<file path="src/rtl/mem_access_unit.sv">
// Load/store access unit: takes one MEM-stage request at a time, runs a single
// RAM cycle (or flags a misaligned/illegal access) and returns extended load data.
module mem_access_unit #(
    parameter int ADDR_W              = 32,
    parameter bit ERR_ON_ILLEGAL_SIZE = 1'b1
) (
    input  logic              clk,
    input  logic              rst,
    input  logic              req_valid,
    output logic              req_ready,
    input  logic              req_we,
    input  logic [1:0]        req_size,
    input  logic              req_unsigned,
    input  logic [ADDR_W-1:0] req_addr,
    input  logic [31:0]       req_wdata,
    output logic              resp_valid,
    input  logic              resp_ready,
    output logic [31:0]       resp_rdata,
    output logic              resp_err,
    output logic              mem_ce,
    output logic              mem_re,
    output logic              mem_we,
    output logic [ADDR_W-1:0] mem_read_addr,
    input  logic [31:0]       mem_read_data,
    output logic [ADDR_W-1:0] mem_write_addr,
    output logic [31:0]       mem_write_data,
    output logic [3:0]        mem_write_mask,
    output logic [1:0]        dbg_state
);

    typedef enum logic [1:0] {
        S_IDLE   = 2'd0,
        S_ACCESS = 2'd1,
        S_RESP   = 2'd2
    } state_t;

    // Handshakes: a transfer happens on a posedge where valid and ready are both 1.
    // req_ready is high only in IDLE; resp_valid is high only in RESP.
    state_t            state_q, state_d;
    logic              we_q, we_d;
    logic [1:0]        size_q, size_d;
    logic              uns_q, uns_d;
    logic [ADDR_W-1:0] addr_q, addr_d;
    logic              resp_valid_q, resp_valid_d;
    logic [31:0]       resp_rdata_q, resp_rdata_d;
    logic              resp_err_q, resp_err_d;
    logic              mem_ce_q, mem_ce_d;
    logic              mem_re_q, mem_re_d;
    logic              mem_we_q, mem_we_d;
    logic [31:0]       mem_wdata_q, mem_wdata_d;
    logic [3:0]        mem_mask_q, mem_mask_d;

    logic        misaligned;
    logic [31:0] lane_wdata;
    logic [3:0]  lane_mask;
    logic [7:0]  byte_sel;
    logic [15:0] half_sel;
    logic [31:0] load_ext;

    always_comb begin
        misaligned = 1'b0;
        lane_wdata = req_wdata;
        lane_mask  = 4'b1111;
        case (req_size)
            2'b00: begin
                lane_wdata = {4{req_wdata[7:0]}};
                lane_mask  = 4'b1000 >> req_addr[1:0];
            end
            2'b01: begin
                misaligned = req_addr[0];
                lane_wdata = {2{req_wdata[15:0]}};
                lane_mask  = req_addr[1] ? 4'b0011 : 4'b1100;
            end
            2'b10:   misaligned = |req_addr[1:0];
            default: misaligned = ERR_ON_ILLEGAL_SIZE ? 1'b1 : |req_addr[1:0];
        endcase
    end

    // Big-endian lane select: byte offset 0 lives in bits 31:24.
    always_comb begin
        byte_sel = mem_read_data[7:0];
        case (addr_q[1:0])
            2'd0:    byte_sel = mem_read_data[31:24];
            2'd1:    byte_sel = mem_read_data[23:16];
            2'd2:    byte_sel = mem_read_data[15:8];
            default: byte_sel = mem_read_data[7:0];
        endcase
        half_sel = addr_q[1] ? mem_read_data[15:0] : mem_read_data[31:16];
        case (size_q)
            2'b00:   load_ext = {{24{~uns_q & byte_sel[7]}}, byte_sel};
            2'b01:   load_ext = {{16{~uns_q & half_sel[15]}}, half_sel};
            default: load_ext = mem_read_data;
        endcase
    end

    always_comb begin
        state_d      = state_q;
        we_d         = we_q;
        size_d       = size_q;
        uns_d        = uns_q;
        addr_d       = addr_q;
        resp_valid_d = resp_valid_q;
        resp_rdata_d = resp_rdata_q;
        resp_err_d   = resp_err_q;
        mem_ce_d     = 1'b0;
        mem_re_d     = 1'b0;
        mem_we_d     = 1'b0;
        mem_wdata_d  = '0;
        mem_mask_d   = '0;
        case (state_q)
            S_IDLE: begin
                if (req_valid) begin
                    we_d   = req_we;
                    size_d = req_size;
                    uns_d  = req_unsigned;
                    addr_d = req_addr;
                    if (misaligned) begin
                        state_d      = S_RESP;
                        resp_valid_d = 1'b1;
                        resp_rdata_d = '0;
                        resp_err_d   = 1'b1;
                    end else begin
                        state_d     = S_ACCESS;
                        mem_ce_d    = 1'b1;
                        mem_re_d    = ~req_we;
                        mem_we_d    = req_we;
                        mem_wdata_d = lane_wdata;
                        mem_mask_d  = req_we ? lane_mask : 4'b0000;
                    end
                end
            end
            S_ACCESS: begin
                state_d      = S_RESP;
                resp_valid_d = 1'b1;
                resp_rdata_d = we_q ? 32'h0 : load_ext;
                resp_err_d   = 1'b0;
            end
            S_RESP: begin
                if (resp_ready) begin
                    state_d      = S_IDLE;
                    resp_valid_d = 1'b0;
                end
            end
            default: state_d = S_IDLE;
        endcase
    end

    // Async clear drops mem_we mid-cycle, so an aborted store never reaches the negedge write.
    always_ff @(posedge clk or negedge rst) begin
        if (!rst) begin
            state_q      <= S_IDLE;
            we_q         <= 1'b0;
            size_q       <= 2'b00;
            uns_q        <= 1'b0;
            addr_q       <= '0;
            resp_valid_q <= 1'b0;
            resp_rdata_q <= '0;
            resp_err_q   <= 1'b0;
            mem_ce_q     <= 1'b0;
            mem_re_q     <= 1'b0;
            mem_we_q     <= 1'b0;
            mem_wdata_q  <= '0;
            mem_mask_q   <= '0;
        end else begin
            state_q      <= state_d;
            we_q         <= we_d;
            size_q       <= size_d;
            uns_q        <= uns_d;
            addr_q       <= addr_d;
            resp_valid_q <= resp_valid_d;
            resp_rdata_q <= resp_rdata_d;
            resp_err_q   <= resp_err_d;
            mem_ce_q     <= mem_ce_d;
            mem_re_q     <= mem_re_d;
            mem_we_q     <= mem_we_d;
            mem_wdata_q  <= mem_wdata_d;
            mem_mask_q   <= mem_mask_d;
        end
    end

    assign req_ready      = (state_q == S_IDLE) && rst;
    assign resp_valid     = resp_valid_q;
    assign resp_rdata     = resp_rdata_q;
    assign resp_err       = resp_err_q;
    assign mem_ce         = mem_ce_q;
    assign mem_re         = mem_re_q;
    assign mem_we         = mem_we_q;
    assign mem_read_addr  = mem_ce_q ? {addr_q[ADDR_W-1:2], 2'b00} : '0;
    assign mem_write_addr = mem_ce_q ? {addr_q[ADDR_W-1:2], 2'b00} : '0;
    assign mem_write_data = mem_wdata_q;
    assign mem_write_mask = mem_mask_q;
    assign dbg_state      = state_q;

endmodule

</file>
<file path="config.mk">
export PLATFORM = sky130hd
export DESIGN_NAME = mem_access_unit
export DESIGN_NICKNAME = d
export VERILOG_FILES = /design/src/rtl/mem_access_unit.sv
export SDC_FILE = /design/constraint.sdc
export NUM_CORES = 1
export LEC_CHECK = 0
export BUFFER_PORTS_ARGS = -buffer_cell sky130_fd_sc_hd__buf_2
export CAP_MARGIN = 30
export CORE_MARGIN = 2
export CORE_UTILIZATION = 43
export DETAILED_ROUTE_END_ITERATION = 10
export PLACE_DENSITY = 0.77
export SYNTH_ARGS = -nofsm -noshare
export SYNTH_HDL_FRONTEND = slang
export SYNTH_SLANG_ARGS = --single-unit
</file>
<file path="constraint.sdc">
create_clock -name clk -period 1.65 [get_ports clk]
set_clock_uncertainty 0.15 [all_clocks]
set_input_delay 0.2475 -clock clk [delete_from_list [all_inputs] [get_ports clk]]
set_output_delay 0.2475 -clock clk [all_outputs]
set_load 0.02 [all_outputs]
</file>
# After elaboration in Yosys (flattened, before gate mapping)
# Index checks and enable logic that the tools add are counted.
dict set report totals {
  regBits 111
  inputBits 104
}
dict set report classes {
  muxes 37
  n_shift 1
  bitwise 4
  reduce_logical 12
  eq_ne 10
}
# cell n
set ops {}
lappend ops {{$mux W32} 7}
lappend ops {{$pmux W32 S2} 3}
lappend ops {{$pmux W8 S3} 1}
lappend ops {{$mux W4} 5}
lappend ops {{$mux W16} 1}
lappend ops {{$mux W1} 12}
lappend ops {{$eq A2 B1 Y1 const B} 4}
lappend ops {{$logic_not A2 Y1} 4}
lappend ops {{$pmux W4 S2} 1}
lappend ops {{$eq A2 B2 Y1 const B} 3}
lappend ops {{$mux W2} 3}
lappend ops {{$ne A2 B2 Y1 const B} 3}
lappend ops {{$pmux W1 S3} 2}
lappend ops {{$pmux W2 S3} 1}
lappend ops {{$reduce_and A2 Y1} 2}
lappend ops {{$reduce_and A4 Y1} 1}
lappend ops {{$shr A4 B2 Y4 const A} 1}
lappend ops {{$reduce_and A3 Y1} 1}
lappend ops {{$reduce_bool A3 Y1} 1}
lappend ops {{$and A1 B1 Y1} 2}
lappend ops {{$not A1 Y1} 2}
lappend ops {{$pmux W1 S2} 1}
lappend ops {{$reduce_bool A2 Y1} 1}
lappend ops {{$reduce_or A2 Y1} 1}
lappend ops {{$logic_and A1 B1 Y1} 1}

# Longest topological paths before layout
# Gate-level depths: netlist of the first run.
dict set report depth {
  ltp_word 6
  depth_mapped 7
}

# Least setup slack after synthesis of the first run
# Ideal clock, no wire load.
dict set report synth_timing {
  path_kind {register to register}
  start {reg state_q[0] (netlist: dbg_state[0])}
  end {reg resp_rdata_q[21] (netlist: resp_rdata[21])}
  path_buffers 3
  path_stages_with_launch 8
  slack_ps -246
  t_arrival_ps 1620
  cell_sequence {dfrtp_1 -> buf_2 -> nand2b_1 -> nor2_1 -> and2_1 -> clkbuf_2 -> buf_2 -> a221o_2}
}
dict set report synth_between {
  elab_chain_len 3
  word_cells_on_any_way 7
  cone_classes {3 x eq/ne; 1 x mux; 3 x reduce/logical}
}
# element line_no
set synth_rtl {}
lappend synth_rtl {{start, declared} 39} ;# state_t state_q, state_d;
lappend synth_rtl {{start signal, assigned} 165} ;# state_q <= state_d;
lappend synth_rtl {{$eq A2 B1 Y1 or $logic_not A2 Y1 (tied branches)} 110} ;# case (state_q)
lappend synth_rtl {{$reduce_bool A2 Y1 (no line) or $ne A2 B2 Y1 (tied branches)} n/a}
lappend synth_rtl {{$reduce_and A3 Y1 (no line)} n/a}
lappend synth_rtl {{end signal, assigned} 171} ;# resp_rdata_q <= resp_rdata_d;
lappend synth_rtl {{end, declared} 45} ;# logic [31:0] resp_rdata_q, resp_rdata_d;
# Parallel ways exist; a longest one is shown, timed or not.
# A chain may end at the register's enable or synchronous reset.

# Worst setup path after layout of the first run
dict set report layout_timing {
  start {reg addr_q[0]}
  end {reg resp_rdata_q[28] (netlist: resp_rdata[28])}
}
dict set report layout_between {
  elab_chain_len 6
  word_cells_on_any_way 8
  cone_classes {2 x eq/ne; 4 x mux; 1 x bitwise; 1 x reduce/logical}
}
# element line_no
set layout_rtl {}
lappend layout_rtl {{start, declared} 43} ;# logic [ADDR_W-1:0] addr_q, addr_d;
lappend layout_rtl {{start signal, assigned} 169} ;# addr_q <= addr_d;
lappend layout_rtl {{$eq A2 B2 Y1, or another cell as far along} 82} ;# case (addr_q[1:0])
lappend layout_rtl {{$pmux W8 S3 *} 82}
lappend layout_rtl {{$and A1 B1 Y1 *} 90} ;# 2'b00: load_ext = {{24{~uns_q & byte_sel[7]}}, byte_sel};
lappend layout_rtl {{$pmux W32 S2 *} 89} ;# case (size_q)
lappend layout_rtl {{$mux W32 *} 135} ;# resp_rdata_d = we_q ? 32'h0 : load_ext;
lappend layout_rtl {{$pmux W32 S2 *} 110}
# Mark *: on every way between the ends. The rest lies on a longest branch, timed or not.

==> results by group, run 1 <==
Timing
  – Min setup slack post-route: -0.1940 ns
  – Setup-failing EPs final: about 100
  – Setup tns final: -9.768 ns
  – Fin. max-slew vios: 0
  – Fmax achieved: 542.3 MHz
  – Fin crit period: 1.844 ns
  – RSZ-0062 raised after global routing: yes
  – Worst-margin pin slew: between 0.6 and 0.7 ns
  – Slew HR: 59.20%
  – Final period util: 111.8%
  – Hold Fails Final Rpt: 0

Worst hold path
  – Worst hold path type: in2reg
  – Worst hold stages: 3

Floorplan
  – Core box area: 12110 sq um
  – Effective utilization at floorplan: between 40% and 50%
  – I/O pins: approximately 240
  – Die height: 115.7 um
  – Die Wd: 115.7 um
  – DIE AREA: about 13000 sq um
  – Row cnt: 40

Critical path
  – Delay-heaviest family, CP: compound AO/OA/AOI/OAI gates
  – Crit-path max FO: 16
  – Data arrival time of the critical path: 1.93 ns
  – Slowest stage delay, CP: 0.42 ns
  – Buf/Inv on CP: 1
  – R2R cell count: 5
  – CP cell instances: mux2_4 -> a22oi_4 -> a2111oi_4 -> buf_12 -> a221o_2
  – Critical Path Slowest Stage Cell: dfrtp_1
  – Worst Path Required: 1.73 ns
  – Worst setup SP type: register
  – CP Capture Type: register
  – Worst path depth: 5
  – WS Path Type: reg2reg

Synthesis
  – Seq cells post-synth: about 110
  – Top_reg_cell synth: dfrtp_1
  – Most frequent cell after synthesis: dfrtp_1
  – Yosys top cell area share: approximately half
  – Yosys warning count: 0
  – Post-synth EDFFs: 0
  – Netlist cell types: 43
  – Area contributors post-synth: dfrtp_1 52%, mux2_2 9.2%, buf_4 4.8%
  – Post-synthesis sequential area ratio: between 50 and 60%
  – Area leader, netlist: dfrtp_1
  – Avg Cell Area, Syn: 11.33 sq um
  – Post-synth ARST share: 100.0%
  – Cell count after synthesis: 474
  – Post-Syn Area: 5369 sq um
  – Top cells by count, synth: 111 x dfrtp_1, 44 x mux2_2, 40 x and2_1

Clocking
  – CTS tree: built
  – CTS Buffer Depth: 2
  – Cts bufs inserted: 9
  – H-tree lvl count: 3
  – Clk_lat worst skew: 0.35 ns
  – Clock transition at path regs: 0.08 ns
  – Root Driver: clkbuf_16
  – CTS Sinks: 111

Global route
  – Grt ovf: 0
  – GR Util All Layers: 24.56%
  – First-pass GRT wire length: 25.31 mm
  – Largest net degree at the start of global routing: 112
  – Initial antenna violation count: 1
  – Vias in the first global route: 4950

Routing
  – Final WL: 18.03 mm
  – Routed vias: roughly 4900
  – Post-route ant nets: 0
  – DRC: 0
  – Pre-antenna DRT Iters: 6
  – Drt wl/cell: 19.10 um
  – DR vias/cell: 5.218
  – Iteration-0 DRC Markers: 319

Outcome
  – Failing checks: setup timing
  – Run status: complete, but fails checks

Placed design
  – RePlAce Congestion: 0.8328
  – Port buffer count: 239
  – Placed cell count: 848
  – Setup WS pre-CTS: -0.4371 ns
  – Post-DP HPWL: 10.72 mm

Finish
  – Area grow syn2layout: 62.11%
  – Area of the multi-input gates: 2517 sq um
  – Post-Layout Cell Count: 944
  – Final core utilization: between 70% and 80%
  – Share of cells above drive strength 1: a little under three fifths
  – Sequential cell area: 2785 sq um
  – Nets@finish: 874
  – Filler cell count: 860

Power
  – PD cells: 1229 nW/um^2
  – Leakage: 4.407 nW
  – Max VDD drop: 0.8936 mV
  – Power Total: ~11 mW

Job
  – Number of max-cap violations: 0
per-stage QoR:
step | hold slack, ns | cell area (sq um)
after floorplan | -0.1981 | 5524
after global placement | 0.2742 | 6794
after detailed placement | 0.2811 | 6794
after CTS | 0.0003443 | 8079
after global routing | 0.007123 | 8703
final | 0.01251 | 8703
worst register-to-register path, cell delays in order (launching register included):
cell,delay [ns]
dfrtp_1,0.42
mux2_4,0.33
a22oi_4,0.21
a2111oi_4,0.12
buf_12,0.17
a221o_2,0.32
per-layer routing:
metal	global-route usage (%)	up-vias	share of wire, %	routed length (um)
met1	28.88	2437	38	6829
li1	-	2225	-	-
met4	6.825	0	1.8	323
met2	43.86	235	53	9601
met3	7.218	29	7.1	1273
met5	0	-	0	0
kinds of logic after synthesis:
group                  Yosys count  synth area share, %
AO/OA/AOI/OAI                   97                13.59
XOR/XNOR                         1               0.1632
buffers and inverters           72                7.853
flip-flops                     111                51.74
multiplexers                    68                13.80
other                            1              0.06985
AND/OR/NAND/NOR                124                12.79
final cells by class:
class | count | share of cell area, %
repair buffers | 348 | 32.62
flip-flops and latches | 111 | 32.00
multi-input cells | 295 | 28.92
clock buffers | 9 | 2.588
well taps | 168 | 2.415
clock inverters | 7 | 1.164
inverters | 4 | 0.1725
repair inverters | 1 | 0.08626
diodes | 1 | 0.02875
timing repair:
item                                    CTS  global route
pin swaps                                 4             5
hold endpoints to repair                172             0
gates resized for setup                  68           149
gates cloned                              3             7
buffers inserted                          5             5
hold buffers                             60             0
endpoints found under the setup margin  109           157
sequential cells by signal, indices dropped and copies added, names as in the netlist, 2 cells and up:
signal and flops:
addr_q 32, dbg_state 2, mem_write_data 32, mem_write_mask 4, resp_rdata 32, size_q 2
power breakdown:
group          total [mW]  switching (mW)  internal [mW]
Combinational        4.50            2.19           2.30
Sequential           3.82           0.458           3.36
Clock                2.38            1.03           1.35
Total                10.7            3.68           7.02
cell usage in the layout (no fill, tap or decap), types with 4 or more instances in the layout:
cell type,Yosys,layout
buf_2,12,176
dfrtp_1,111,107
buf_6,1,67
dlygate4sd3_1,0,60
mux2_4,1,32
and2_4,0,30
buf_4,34,26
a21oi_1,28,25
nor2_1,32,25
mux2i_1,23,23
o21ai_0,20,20
a221o_2,15,15
mux2_2,44,13
clkbuf_16,0,13
nand2_1,11,10
nand2b_1,10,10
and2_1,40,9
buf_12,0,9
a32o_1,8,8
nor2_2,0,7
or2_2,8,7
o2bb2ai_1,7,7
o31ai_1,7,7
nor2b_1,8,6
nor3b_2,0,6
conb_1,1,4
worst paths after layout:
path | startpoint | to | slack (ns)
setup / recovery | addr_q[0] | resp_rdata[28] | -0.19
hold / removal | req_wdata[28] | mem_write_data[28] | 0.01
setup reg to reg | addr_q[0] | resp_rdata[28] | -0.19
hold reg to reg | resp_err | resp_err | 0.35
max in group asynchronous | rst | mem_ce | 0.42
min in group asynchronous | rst | resp_rdata[6] | 0.46
Note: power is estimated with default switching activity, not from simulation.
==> run 2, diff against run 1 <==
--- a/config.mk
+++ b/config.mk
@@ -8,9 +8,9 @@
 export BUFFER_PORTS_ARGS = -buffer_cell sky130_fd_sc_hd__buf_2
 export CAP_MARGIN = 30
 export CORE_MARGIN = 2
-export CORE_UTILIZATION = 43
+export CORE_UTILIZATION = 39
 export DETAILED_ROUTE_END_ITERATION = 10
-export PLACE_DENSITY = 0.77
+export PLACE_DENSITY = 0.69
 export SYNTH_ARGS = -nofsm -noshare
 export SYNTH_HDL_FRONTEND = slang
 export SYNTH_SLANG_ARGS = --single-unit
==> constraint.sdc (replaced) <==
create_clock -name clk -period 1.9 [get_ports clk]
set_clock_uncertainty 0.15 [all_clocks]
set_input_delay 0.285 -clock clk [delete_from_list [all_inputs] [get_ports clk]]
set_output_delay 0.285 -clock clk [all_outputs]
set_load 0.02 [all_outputs]
==> results by group, run 2 (synthesized netlist as in run 1, its figures left out) <==
Placed design
  – RePlAce Congestion: 0.8610 (+3.4%)
  – Placement Cell Area: 6616 sq um (-2.6%)
  – Setup WS pre-CTS: -0.1793 ns (+0.2578 ns)
  – Port buffer count: 239 (unchanged)
  – Post-DP HPWL: 10.57 mm (-1.4%)

Timing
  – Fmax achieved: 549.0 MHz (+1.2%)
  – Fin. max-slew vios: 0 (unchanged)
  – Fin crit period: 1.822 ns (-0.02241 ns)
  – Slew HR: 62.00% (+2.8 points)
  – Hold Fails Final Rpt: 0 (unchanged)
  – Worst-margin pin slew: 0.5700 ns (-0.03978 ns)
  – Min setup slack post-route: 0.07844 ns (+0.2724 ns)
  – Final period util: 95.87% (-16 points)
  – WHS: 0.01773 ns (+0.005219 ns)
  – Setup tns final: 0 ns (+9.768 ns)
  – Setup-failing EPs final: 0 (-100%)
  – RSZ-0062 raised after global routing: no

Critical path
  – R2R cell count: 5 (unchanged)
  – Worst setup SP type: register
  – R2R setup slack: 0.08 ns (+0.27 ns)
  – Data arrival time of the critical path: 1.95 ns (+0.02 ns)
  – CP Capture Type: register
  – Crit path from: size_q[0]
  – Worst r2r src: size_q[0]
  – Crit-path max FO: 14 (-2)
  – Worst Path Required: 2.03 ns (+0.30 ns)
  – WS Path Type: reg2reg
  – RR Endpoint: resp_rdata[3]

Worst hold path
  – Worst hold path type: in2reg
  – Worst hold stages: 2 (-1)
  – Hold Startpoint: req_addr[31]
  – WHS Endpoint: addr_q[31]

Finish
  – Area grow syn2layout: 30.16%
  – Commonest non-fill, non-tap cell in the layout: buf_2
  – Commonest non-fill, non-tap cells in the layout: 238 x buf_2, 111 x dfrtp_1, 44 x mux2_2
  – Share of cells above drive strength 1: 50.87% (-5.8 points)
  – Nets@finish: 790 (-9.6%)
  – Diodes inserted: 0 (-1)
  – Finished layout cell area: 6988 sq um (-20%)

Global route
  – Largest net degree at the start of global routing: 112 (unchanged)
  – Vias in the first global route: 4428 (-11%)
  – Most used routing layer: met2
  – Initial antenna violation count: 0 (-1)
  – Grt met2 use: 34.20% (-9.7 points)
  – Met3 Usage GRT: 7.049% (-0.17 points)
  – Grt ovf: 0 (unchanged)
  – GR Util All Layers: 19.84% (-4.7 points)
  – M1 GR Usage: 23.59% (-5.3 points)
  – First-pass GRT wire length: 22.60 mm (-11%)

Power
  – Clock Power Share: 24.7% (+2.4 points)
  – Comb pwr share: 35.5% (-6.5 points)
  – PD cells: 1162 nW/um^2 (-5.5%)
  – Leakage: 3.725 nW (-15%)
  – Int Pwr: 5.326 mW (-24%)
  – Sw power: 2.793 mW (-24%)
  – Max VDD drop: 0.5854 mV (-34%)
  – Sw Ratio: 34.40% (about the same)
  – Sequential share of power: 39.8% (+4.1 points)

Routing
  – Pre-antenna DRT Iters: 4 (-2)
  – DRC: 0 (unchanged)
  – DR vias/cell: 5.022 (-3.8%)
  – Drt wl/cell: 16.53 um (-13%)
  – Final WL: 14.31 mm (-21%)
  – Iteration-0 DRC Markers: 272 (-15%)
  – Post-route ant nets: 0 (unchanged)
  – Routed vias: 4349 (-12%)

Floorplan
  – I/O pins: 244 (unchanged)
  – Row cnt: 42 (+5.0%)
  – Die Wd: 121.3 um (+4.8%)
  – DIE AREA: 14720 sq um (+9.9%)
  – Effective utilization at floorplan: 40.22% (-4.1 points)
  – Core box area: 13350 sq um (+10%)
  – Die height: 121.3 um (+4.8%)

Clocking
  – Root Driver: clkbuf_16
  – CTS tree: built
  – Cts bufs inserted: 9 (unchanged)
  – CTS Sinks: 111 (unchanged)
  – Clock transition at path regs: 0.07 ns (about the same)
  – H-tree lvl count: 3 (unchanged)
  – Clk_lat worst skew: 0.35 ns (about the same)
  – CTS Buffer Depth: 2 (unchanged)

Outcome
  – Run status: finished, final reports clean

Job
  – Number of max-cap violations: 0 (unchanged)
## run 2: cell types whose count changed in the layout (fill, tap and decap cells not counted), moves of 30 or more
cell,change
and2_1,+30
and2_4,-30
buf_2,+62
buf_6,-67
dlygate4sd3_1,-56
mux2_2,+31
mux2_4,-31
## run 2: what timing repair did
action | CTS | global route
hold buffers | 4 | 0
setup buffers | 1 | 0
setup endpoints to repair | 16 | 16
resized for setup | 0 | 1
pin swaps | 1 | 0
hold endpoints to repair | 114 | 0
## run 2: power by group through the flow
stage	registers [mW]	clock network, mW	logic (mW)
final	3.23	2.01	2.88
after global routing	3.30	2.15	3.10
after detailed placement	3.26	0	2.90
after CTS	3.23	2.07	2.91
after global placement	3.25	0	2.83
after floorplan	3.53	0	1.66
## run 2: metal layers
metal / wire length [um] / vias up
li1: - / 2045
met1: 5686 / 2123
met2: 7304 / 167
met3: 1113 / 14
met4: 206 / 0
met5: 0 / -
## run 2: final cells by class
cell class / count / area (sq um)
Tap cell: 176 / 220.2
Inverter: 4 / 15.01
Clock buffer: 10 / 229.0
Sequential cell: 111 / 2778
Multi-Input combinational cell: 294 / 2191
Timing Repair Buffer: 266 / 1474
Clock inverter: 5 / 81.33
Fill cell: 1228 / 6360
## run 2: per-stage QoR
step                power, mW  std cells  utilization, %
CTS                     8.208        866           52.34
global route            8.555        866           52.35
global placement        6.078        846           49.57
detailed placement      6.160        846           49.57
finish                  8.119        866           52.35
floorplan               5.191        477               -
## run 2: worst max path at each step
stage / end / slack, ns / cells after the start
floorplan: resp_rdata[21] / 0.004 / 7
finish: resp_rdata[3] / 0.08 / 5
CTS: resp_rdata[26] / 0.07 / 5
global route: resp_rdata[13] / 0.01 / 5
global placement: resp_rdata[29] / -0.05 / 4
detailed placement: resp_rdata[26] / -0.18 / 4
## run 2: worst max-delay path, cell delays in order, from the launching register on
cell       delay [ns]
dfrtp_1          0.40
buf_4            0.19
or2_2            0.46
nor3b_1          0.31
o31ai_1          0.10
o2bb2ai_1        0.14
